**config.mk**
```make
export PLATFORM = sky130hd
export DESIGN_NAME = serializer_tx_flat
export DESIGN_NICKNAME = d
export VERILOG_FILES = /design/src/rtl/serializer_pkg.sv /design/src/rtl/serializer_tx_if.sv /design/src/rtl/serializer_hold_buf.sv /design/src/rtl/serializer_tx.sv /design/src/flat_wrapper.sv
export SDC_FILE = /design/constraint.sdc
export NUM_CORES = 1
export LEC_CHECK = 0
export ABC_AREA = 1
export CORE_MARGIN = 4
export CORE_UTILIZATION = 51
export DETAILED_ROUTE_END_ITERATION = 7
export GPL_ROUTABILITY_DRIVEN = 0
export PLACE_DENSITY = 0.79
export SYNTH_ARGS = -nofsm -noshare
export SYNTH_HDL_FRONTEND = slang
export SYNTH_SLANG_ARGS = --single-unit
```
**constraint.sdc**
```tcl
create_clock -name clk -period 2.35 [get_ports clk]
set_input_delay 0.47 -clock clk [delete_from_list [all_inputs] [get_ports clk]]
set_output_delay 0.47 -clock clk [all_outputs]
set_load 0.005 [all_outputs]
```
**src/rtl/serializer_pkg.sv**
```systemverilog
// ---------------------------------------------------------------------------
// serializer_pkg
// Shared types and line-level constants for the serializer transmit stage.
//   tx_state_e : transmit FSM states (IDLE, START, DATA, STOP)
//   LINE_IDLE  : level of an idle line and of every stop bit
//   START_BIT  : level of the start bit that opens each frame
// ---------------------------------------------------------------------------
package serializer_pkg;

  typedef enum logic [1:0] {
    IDLE  = 2'd0,
    START = 2'd1,
    DATA  = 2'd2,
    STOP  = 2'd3
  } tx_state_e;

  localparam logic LINE_IDLE = 1'b1;
  localparam logic START_BIT = 1'b0;

endpackage

```
**src/rtl/serializer_tx_if.sv**
```systemverilog
// ---------------------------------------------------------------------------
// serializer_tx_if
// Bundles the parallel handshake and the serial-side outputs of serializer_tx.
//   data_in    : parallel word offered by the upstream block
//   data_valid : data_in is valid
//   data_ready : transmitter can take data_in this cycle
//   serial_out : registered serial line, idles high
//   busy       : a frame is on the line
//   frame_done : one-cycle pulse during the last stop bit
// Modports:
//   master : upstream side (drives the word, observes the rest)
//   slave  : the transmitter itself
// ---------------------------------------------------------------------------
interface serializer_tx_if #(
  parameter int DATA_WIDTH = 8
);

  logic [DATA_WIDTH-1:0] data_in;
  logic                  data_valid;
  logic                  data_ready;
  logic                  serial_out;
  logic                  busy;
  logic                  frame_done;

  modport master (
    output data_in,
    output data_valid,
    input  data_ready,
    input  serial_out,
    input  busy,
    input  frame_done
  );

  modport slave (
    input  data_in,
    input  data_valid,
    output data_ready,
    output serial_out,
    output busy,
    output frame_done
  );

endinterface

```
**src/rtl/serializer_hold_buf.sv**
```systemverilog
// ---------------------------------------------------------------------------
// serializer_hold_buf
// One-entry holding register between the handshake and the shifter.
//   clk   : clock, posedge
//   rst   : asynchronous reset, active low; empties the buffer
//   push  : store din (caller guarantees space, or pops on the same edge)
//   pop   : the stored word is consumed this edge
//   din   : word to store
//   dout  : stored word
//   valid : buffer holds a word
// ---------------------------------------------------------------------------
module serializer_hold_buf #(
  parameter int WIDTH = 8
) (
  input  logic             clk,
  input  logic             rst,
  input  logic             push,
  input  logic             pop,
  input  logic [WIDTH-1:0] din,
  output logic [WIDTH-1:0] dout,
  output logic             valid
);

  logic [WIDTH-1:0] r_data;
  logic             r_valid;

  // Push wins over pop so a word can be refilled on the same edge the old
  // one leaves for the shifter.
  always_ff @(posedge clk or negedge rst) begin
    if (!rst) begin
      r_data  <= '0;
      r_valid <= 1'b0;
    end else begin
      if (push) begin
        r_data <= din;
      end
      if (push) begin
        r_valid <= 1'b1;
      end else if (pop) begin
        r_valid <= 1'b0;
      end
    end
  end

  assign dout  = r_data;
  assign valid = r_valid;

endmodule

```
**src/rtl/serializer_tx.sv**
```systemverilog
// ---------------------------------------------------------------------------
// serializer_tx
// Parallel-to-serial transmitter. Each accepted word goes out as one start
// bit (0), DATA_WIDTH data bits MSB first, then STOP_BITS ones. The line
// idles high. A one-entry hold buffer lets frames stream with no idle gap.
//   clk : clock, posedge
//   rst : asynchronous reset, active low; aborts any frame, drops held word
//   bus : serializer_tx_if slave (data_in/data_valid/data_ready,
//         serial_out/busy/frame_done)
// Parameters:
//   DATA_WIDTH : payload bits per frame (>= 2)
//   STOP_BITS  : stop bits per frame (>= 1)
// ---------------------------------------------------------------------------
module serializer_tx
  import serializer_pkg::*;
#(
  parameter int DATA_WIDTH = 8,
  parameter int STOP_BITS  = 1
) (
  input  logic            clk,
  input  logic            rst,
  serializer_tx_if.slave  bus
);

  localparam int BW = $clog2(DATA_WIDTH);
  localparam int SW = $clog2(STOP_BITS + 1);
  localparam logic [BW-1:0] BIT_LAST  = BW'(DATA_WIDTH - 1);
  localparam logic [SW-1:0] STOP_LAST = SW'(STOP_BITS - 1);

  if (STOP_BITS < 1 || DATA_WIDTH < 2) begin : g_paramCheck
    $error("serializer_tx: DATA_WIDTH must be >= 2 and STOP_BITS >= 1");
  end

  tx_state_e             r_state;
  tx_state_e             w_nextState;
  logic [DATA_WIDTH-1:0] r_shift;
  logic [DATA_WIDTH-1:0] w_nextShift;
  logic [BW-1:0]         r_bitCnt;
  logic [BW-1:0]         w_nextBitCnt;
  logic [SW-1:0]         r_stopCnt;
  logic [SW-1:0]         w_nextStopCnt;
  logic                  r_serialOut;
  logic                  w_nextSerial;
  logic                  r_busy;
  logic                  r_frameDone;
  logic                  w_nextFrameDone;

  logic                  w_holdValid;
  logic                  w_holdLoad;
  logic                  w_push;
  logic [DATA_WIDTH-1:0] w_holdData;

  // Ready only looks at registered state plus the load decision, so nothing
  // depends combinationally on data_valid.
  assign bus.data_ready = !w_holdValid || w_holdLoad;
  assign w_push         = bus.data_valid && bus.data_ready;

  serializer_hold_buf #(
    .WIDTH (DATA_WIDTH)
  ) u_holdBuf (
    .clk   (clk),
    .rst   (rst),
    .push  (w_push),
    .pop   (w_holdLoad),
    .din   (bus.data_in),
    .dout  (w_holdData),
    .valid (w_holdValid)
  );

  // Next-state logic. serial_out is registered, so every branch decides the
  // level the line will carry from the coming edge. bit_cnt and stop_cnt
  // track the index of the bit currently on the line.
  always_comb begin
    w_nextState     = r_state;
    w_nextShift     = r_shift;
    w_nextBitCnt    = r_bitCnt;
    w_nextStopCnt   = r_stopCnt;
    w_nextSerial    = r_serialOut;
    w_nextFrameDone = 1'b0;
    w_holdLoad      = 1'b0;

    case (r_state)
      IDLE: begin
        w_nextSerial = LINE_IDLE;
        if (w_holdValid) begin
          w_holdLoad    = 1'b1;
          w_nextState   = START;
          w_nextShift   = w_holdData;
          w_nextBitCnt  = '0;
          w_nextStopCnt = '0;
          w_nextSerial  = START_BIT;
        end
      end

      START: begin
        w_nextState  = DATA;
        w_nextSerial = r_shift[DATA_WIDTH-1];
        w_nextShift  = {r_shift[DATA_WIDTH-2:0], 1'b0};
        w_nextBitCnt = '0;
      end

      DATA: begin
        if (r_bitCnt == BIT_LAST) begin
          w_nextState     = STOP;
          w_nextSerial    = LINE_IDLE;
          w_nextStopCnt   = '0;
          w_nextFrameDone = (STOP_BITS == 1);
        end else begin
          w_nextSerial = r_shift[DATA_WIDTH-1];
          w_nextShift  = {r_shift[DATA_WIDTH-2:0], 1'b0};
          w_nextBitCnt = r_bitCnt + BW'(1);
        end
      end

      STOP: begin
        if (r_stopCnt == STOP_LAST) begin
          // Frame ends here; chain straight into the next one if a word waits.
          if (w_holdValid) begin
            w_holdLoad    = 1'b1;
            w_nextState   = START;
            w_nextShift   = w_holdData;
            w_nextBitCnt  = '0;
            w_nextStopCnt = '0;
            w_nextSerial  = START_BIT;
          end else begin
            w_nextState  = IDLE;
            w_nextSerial = LINE_IDLE;
          end
        end else begin
          w_nextSerial    = LINE_IDLE;
          w_nextStopCnt   = r_stopCnt + SW'(1);
          w_nextFrameDone = ((r_stopCnt + SW'(1)) == STOP_LAST);
        end
      end

      default: begin
        w_nextState  = IDLE;
        w_nextSerial = LINE_IDLE;
      end
    endcase
  end

  // State and output registers; reset forces the line high at once.
  always_ff @(posedge clk or negedge rst) begin
    if (!rst) begin
      r_state     <= IDLE;
      r_shift     <= '0;
      r_bitCnt    <= '0;
      r_stopCnt   <= '0;
      r_serialOut <= LINE_IDLE;
      r_busy      <= 1'b0;
      r_frameDone <= 1'b0;
    end else begin
      r_state     <= w_nextState;
      r_shift     <= w_nextShift;
      r_bitCnt    <= w_nextBitCnt;
      r_stopCnt   <= w_nextStopCnt;
      r_serialOut <= w_nextSerial;
      r_busy      <= (w_nextState != IDLE);
      r_frameDone <= w_nextFrameDone;
    end
  end

  assign bus.serial_out = r_serialOut;
  assign bus.busy       = r_busy;
  assign bus.frame_done = r_frameDone;

endmodule

```
**src/flat_wrapper.sv**
```systemverilog
// flat-port wrapper written by rule: the top's interface ports become plain ports
module serializer_tx_flat import serializer_pkg::*;
#(
  parameter int DATA_WIDTH = 8,
  parameter int STOP_BITS  = 1
)
  (clk, rst, bus_data_in, bus_data_valid, bus_data_ready, bus_serial_out, bus_busy, bus_frame_done);
  serializer_tx_if #(.DATA_WIDTH(DATA_WIDTH)) bus_i ();
  input  logic clk;
  input  logic rst;
  input wire logic [$bits(bus_i.data_in)-1:0] bus_data_in;
  input wire logic [$bits(bus_i.data_valid)-1:0] bus_data_valid;
  output wire logic [$bits(bus_i.data_ready)-1:0] bus_data_ready;
  output wire logic [$bits(bus_i.serial_out)-1:0] bus_serial_out;
  output wire logic [$bits(bus_i.busy)-1:0] bus_busy;
  output wire logic [$bits(bus_i.frame_done)-1:0] bus_frame_done;
  assign bus_i.data_in = bus_data_in;
  assign bus_i.data_valid = bus_data_valid;
  assign bus_data_ready = bus_i.data_ready;
  assign bus_serial_out = bus_i.serial_out;
  assign bus_busy = bus_i.busy;
  assign bus_frame_done = bus_i.frame_done;
  serializer_tx #(.DATA_WIDTH(DATA_WIDTH), .STOP_BITS(STOP_BITS)) u_core (.clk(clk), .rst(rst), .bus(bus_i));
endmodule
```
==> flow_summary.toml, run 1 <==
[outcome]
status = "complete, no violations"

[clock_tree]
numCtsBuffers = 3
clockBufferDepth = 2
cts_tree = "built"
clk_latency_ns = 0.31
cts_sinks = 25
clk_pin_slew_ns = 0.12
cts-root-buf = "clkbuf_4"
htree_levels = 1

[power_and_ir_drop]
switching_power_uw = 837
p_int_mw = 1.14
switching_share = 0.422
power_mw = 1.98
p_per_area_mw_per_mm2 = 1380
static-leakage-power_nw = 0.744
power_frac_clock = 0.093
combPwrFrac = 0.537
seqPwrFrac = 0.369
ir_drop_uv = 955

[setup_path]
start_kind = "flip-flop"
r2r-end = "u_core.u_holdBuf.dout[2]"
crit_chain = "inv_1 -> ha_4 -> inv_2 -> o21ai_2 -> nand2_2 -> clkdlybuf4s50_1"
critPathRequiredTime_ns = 1.88
crit_path_end_kind = "output port"
rrSetupSlack_ns = 0.85
cp_max_fo = 5
arrival_ns = 1.80
timing.rr.start = "u_core.r_state[0]"
path_class = "flip-flop to output port"
cp_slowest_cell = "clkdlybuf4s50_1"
reg2reg_depth = 9
max_stage_delay_ns = 0.51

[layout]
n_antenna_cell = 0
nets = 176
area_growth_pct = 17.4
drive_gt1_frac = 0.140

[die]
core_area_mm2 = 0.00225
dieArea_mm2 = 0.00324
dieWidth_um = 56.9
die_h_um = 56.9
row_count = 17
start_util = 0.541
io_pins = 15

[global_routing]
met1_usage = 0.205
grt_overflow = 0
gr-usage-met2 = 0.215
grt_usage = 0.143
grt_max_degree = 26
grt_pass1_wl_mm = 3.69
grt_pass1_vias = 869
gr-usage-met3 = 0.0207
grt_busiest_layer = "met2"
antenna_found_initial = 0

[sta]
skew_ns = 0.00725
max_freq_ghz = 0.441
post-route-min-period_ns = 2.27
setup_tns_ns = 0
finalMaxSlewViolations = 0
whs_ns = 0.492
finalCritPeriodShare = 0.964
hold_viol_final = 0
setup_ws_ns = 0.0849
setup-violations-final = 0
grt_setup_unrepaired = "false"
worstMarginPinSlew_ns = 0.332
max_slew_margin = 0.776

[synthesis]
syn-num-nets = 156
syn_inst = 138
ys_seq_area_frac = 0.514
ys_seq_elements = 25
postSynthAreaPerCell_um2 = 8.84
synthDistinctLibCells = 18
yosys_warnings = 0
synth_area_mm2 = 0.00122

[drt]
dr_total_vias = 875
drtIter0Drc = 19
vias_per_cell = 4.73
drc_errors = 0
postRouteAntennaNets = 0
routedWlPerCell_um = 10.5
drtPass1Iterations = 4
finalWirelength_mm = 1.95

[job]
cap_violations = 0

[placed_design]
portBuffers = 14
hpwl_mm = 1.45
dp_slack_ns = 0.250

[hold_path]
min_from = "u_core.r_bitCnt[1]"
whs_endpoint = "u_core.r_bitCnt[1]"
hold_depth = 2
min_path_type = "flip-flop to flip-flop"
-- Yosys cell counts --
library cell  count  area (um2)
ha_1              7        87.6
nand3b_1          1        7.51
a21oi_1           1        5.00
o21ai_4           1        16.3
o21ai_0           4        20.0
buf_2             1        5.00
inv_1            14        52.6
o21ai_1           5        25.0
o21ai_2           6        52.6
inv_4             1        6.26
o22ai_1           1        6.26
buf_6             3        33.8
inv_2             1        3.75
dfstp_2           1        26.3
nand2_2           3        18.8
nand2_1          54         203
dfrtp_1          24         601
nand3_1          10        50.1
-- metal layers --
metal,part of all wire,wire length (um)
met1,0.53,1040
met2,0.41,789
met3,0.042,82
met4,0.017,34
met5,0,0
-- final cells by class --
type                    count  area (um2)
clock buffers               4        26.3
fillers                   198         822
inverters                  16        62.6
multi-input cells          93         504
flip-flops and latches     25         627
well taps                  28        35.0
repair buffers             19         178
-- critical path: cells and delay by family, from the launching register on --
kind | cells | cell delay [ns]
AOI/OAI and AO/OA | 1 | 0.05
and+or+nand+nor | 1 | 0.06
buffers and inverters | 3 | 0.72
DFF | 1 | 0.41
adders and majority gates | 1 | 0.25
-- registers in the layout, summed over array words and instances, names as in the netlist --
register / count
u_core.bus.serial_out: 1
u_core.u_holdBuf.valid: 1
u_core.bus.frame_done: 1
u_core.r_shift: 8
u_core.r_state: 2
u_core.u_holdBuf.dout: 8
u_core.r_bitCnt: 3
u_core.bus.busy: 1
-- cell usage in the layout, fill, tap and decap left out, types with 3 or more instances in the layout --
cell,netlist,layout
nand2_1,54,54
dfrtp_1,24,24
inv_1,14,14
clkdlybuf4s50_1,0,14
nand3_1,10,10
o21ai_2,6,6
ha_1,7,6
o21ai_1,5,5
buf_4,0,5
o21ai_0,4,4
nand2_2,3,3
clkbuf_4,0,3
-- per-stage QoR --
stage	std cells	utilization	cell area (um2)
floorplan	138	-	1220
global placement	179	0.612	1380
detailed placement	179	0.612	1380
CTS	184	0.628	1420
global route	185	0.635	1430
finish	185	0.635	1430
-- power groups by stage --
stage | logic, mW | clock network (mW) | registers, mW
final | 1.06 | 0.185 | 0.731
after global routing | 1.21 | 0.209 | 0.754
after CTS | 1.03 | 0.187 | 0.731
after detailed placement | 0.998 | 0 | 0.746
after global placement | 0.968 | 0 | 0.737
after floorplan | 0.831 | 0 | 0.715
-- cell families (layout without fill, tap and decap cells) --
logic type / Yosys count / count (layout) / synth area share
simple gates: 68 / 68 / 0.229
flops: 25 / 25 / 0.514
buf+inv: 20 / 39 / 0.0831
fa+ha+maj: 7 / 7 / 0.0718
compound gates: 18 / 18 / 0.103
-- worst max path at each step --
stage                                  from        endpoint  slack [ns]  cells past startpoint
after global placement    u_core.r_state[0]  bus_data_ready        0.31                      6
final                     u_core.r_state[0]  bus_data_ready        0.08                      6
after detailed placement  u_core.r_state[0]  bus_data_ready        0.25                      6
after floorplan           u_core.r_state[0]  bus_data_ready        0.67                      6
after CTS                 u_core.r_state[1]  bus_data_ready       0.007                      6
after global routing      u_core.r_state[0]  bus_data_ready       0.003                      6
-- timing repair --
| item | CTS | global route |
|---|---|---|
| hold buffers | 0 | 0 |
| buffers inserted | 1 | 1 |
| pin swaps | 0 | 0 |
| gates resized for setup | 1 | 1 |
| setup endpoints to repair | 1 | 1 |
Power figures use the tool's default switching activity.
==> inputs of run 2 (changes only) <==
- CORE_UTILIZATION: 51 -> 58
- GPL_TIMING_DRIVEN: not set -> 0
- PLACE_DENSITY: 0.79 -> 0.88
==> run 2 against run 1 <==
  * Sequential power increased by 0.8%
  * Utilization up 9.6 points
  * Sequential share of layout area decreased by 0.49 points
  * Clock skew up 0.0028 ns
==> flow_summary.toml, run 2 (synthesis results as in run 1) <==
[clock_tree]
htree_levels = 1
clk_latency_ns = 0.32
cts_sinks = 25
clk_pin_slew_ns = 0.13
clockBufferDepth = 2
cts_tree = "built"
cts-root-buf = "clkbuf_4"
cts_hold_buf = 0
numCtsBuffers = 3

[global_routing]
grt_pass1_vias = 896
antenna_found_initial = 0
grt_overflow = 0
grt_max_degree = 26
grt_usage = 0.192
grt_pass1_wl_mm = 3.89

[die]
start_util = 0.616
dieArea_mm2 = 0.00290
core_area_mm2 = 0.00198
row_count = 16
io_pins = 15
dieWidth_um = 53.9
die_h_um = 53.9

[job]
cap_violations = 0

[setup_path]
r2r-end = "u_core.r_shift[5]"
max_stage_delay_ns = 0.43
cp_max_fo = 10
start_kind = "flip-flop"
crit_chain = "buf_4 -> ha_2 -> o21ai_2 -> nand2_2 -> buf_6 -> dlygate4sd2_1"
arrival_ns = 1.76
path_class = "flip-flop to output port"
critPathLaunch = "u_core.r_state[0]"
rrSetupSlack_ns = 0.74
timing.rr.start = "u_core.r_state[0]"
cp_slowest_cell = "dfrtp_1"
reg2reg_depth = 9
critPathRequiredTime_ns = 1.88
crit_path_end_kind = "output port"

[layout]
n_antenna_cell = 0
layout_common_cells = "54 x nand2_1, 24 x dfrtp_1, 12 x inv_1, 12 x clkdlybuf4s50_1, 10 x nand3_1"
utilization = 0.731
drive_gt1_frac = 0.171
nets = 177
mostFrequentLayoutCell = "nand2_1"
area_growth_pct = 18.8

[power_and_ir_drop]
power_mw = 2.10
static-leakage-power_nw = 0.751
ir_drop_uv = 794
p_per_area_mw_per_mm2 = 1450

[placed_design]
portBuffers = 13
dp_slack_ns = 0.0265
hpwl_mm = 1.58

[drt]
drtPass1Iterations = 4
drtIter0Drc = 18
vias_per_cell = 4.98
finalWirelength_mm = 2.23
routedWlPerCell_um = 12.0
dr_total_vias = 922
drc_errors = 0
postRouteAntennaNets = 0

[hold_path]
min_path_type = "primary input to flip-flop"
min_from = "bus_data_valid"
whs_endpoint = "u_core.u_holdBuf.dout[0]"
hold_depth = 3

[sta]
finalMaxSlewViolations = 0
post-route-min-period_ns = 2.23
whs_ns = 0.462
max_freq_ghz = 0.448
hold_viol_final = 0
setup_ws_ns = 0.119
skew_ns = 0.0101
setup-violations-final = 0
max_slew_margin = 0.297
finalCritPeriodShare = 0.949
worstMarginPinSlew_ns = 1.05
setup_tns_ns = 0
grt_setup_unrepaired = "false"

[outcome]
status = "complete, no violations"
## run 2: cell count changes in the layout (fill, tap and decap cells not counted)
cell / before / now
buf_6: 0 / 3
buf_4: 5 / 3
clkdlybuf4s50_1: 14 / 12
inv_1: 14 / 12
buf_2: 0 / 1
dlygate4sd2_1: 0 / 1
ha_1: 6 / 5
ha_2: 0 / 1
inv_2: 1 / 2
inv_4: 1 / 2
## run 2: per-layer routing
metal / up-vias / part of all wire / track usage
met4: 0 / 0.022 / 0.115
met1: 421 / 0.46 / 0.254
li1: 475 / - / -
met3: 5 / 0.035 / 0.0277
met5: - / 0 / 0
met2: 21 / 0.48 / 0.296
## run 2: power breakdown
group	switching, mW	internal (mW)	leakage (nW)	total [mW]
Sequential	0.112	0.625	0.311	0.737
Clock	0.124	0.0665	0.0150	0.191
Combinational	0.668	0.504	0.424	1.17
Total	0.905	1.20	0.751	2.10
## run 2: per-stage QoR
| step | instances | area (um2) |
|---|---|---|
| floorplan | 138 | 1220 |
| global placement | 178 | 1380 |
| detailed placement | 178 | 1380 |
| CTS | 185 | 1450 |
| global route | 185 | 1450 |
| finish | 185 | 1450 |
## run 2: final cells by class
type | count | area, um2
flip-flops and latches | 25 | 627
fillers | 146 | 533
multi-input cells | 93 | 507
repair buffers | 16 | 151
inverters | 16 | 65.1
plain buffers | 4 | 38.8
well taps | 27 | 33.8
clock buffers | 4 | 26.3
## run 2: repair_timing
item                                    4_1_cts  5_1_grt
endpoints found under the setup margin        1        0
resized for setup                             7        0
setup buffers                                 3        0
## run 2: critical path, delay by kind of cell, from the launching register on
family	cells	cell delay [ns]
adder cells (fa/ha/maj)	1	0.20
AND/OR/NAND/NOR	1	0.08
flip-flops	1	0.43
AO/OA/AOI/OAI	1	0.16
buffers and inverters	3	0.57
## run 2: how the worst max path moves through the flow
stage,slack [ns],end,depth (start not counted)
floorplan,0.67,bus_data_ready,6
global route,0.05,bus_data_ready,6
global placement,0.06,bus_data_ready,7
finish,0.12,bus_data_ready,6
detailed placement,0.03,bus_data_ready,7
CTS,0.12,bus_data_ready,6
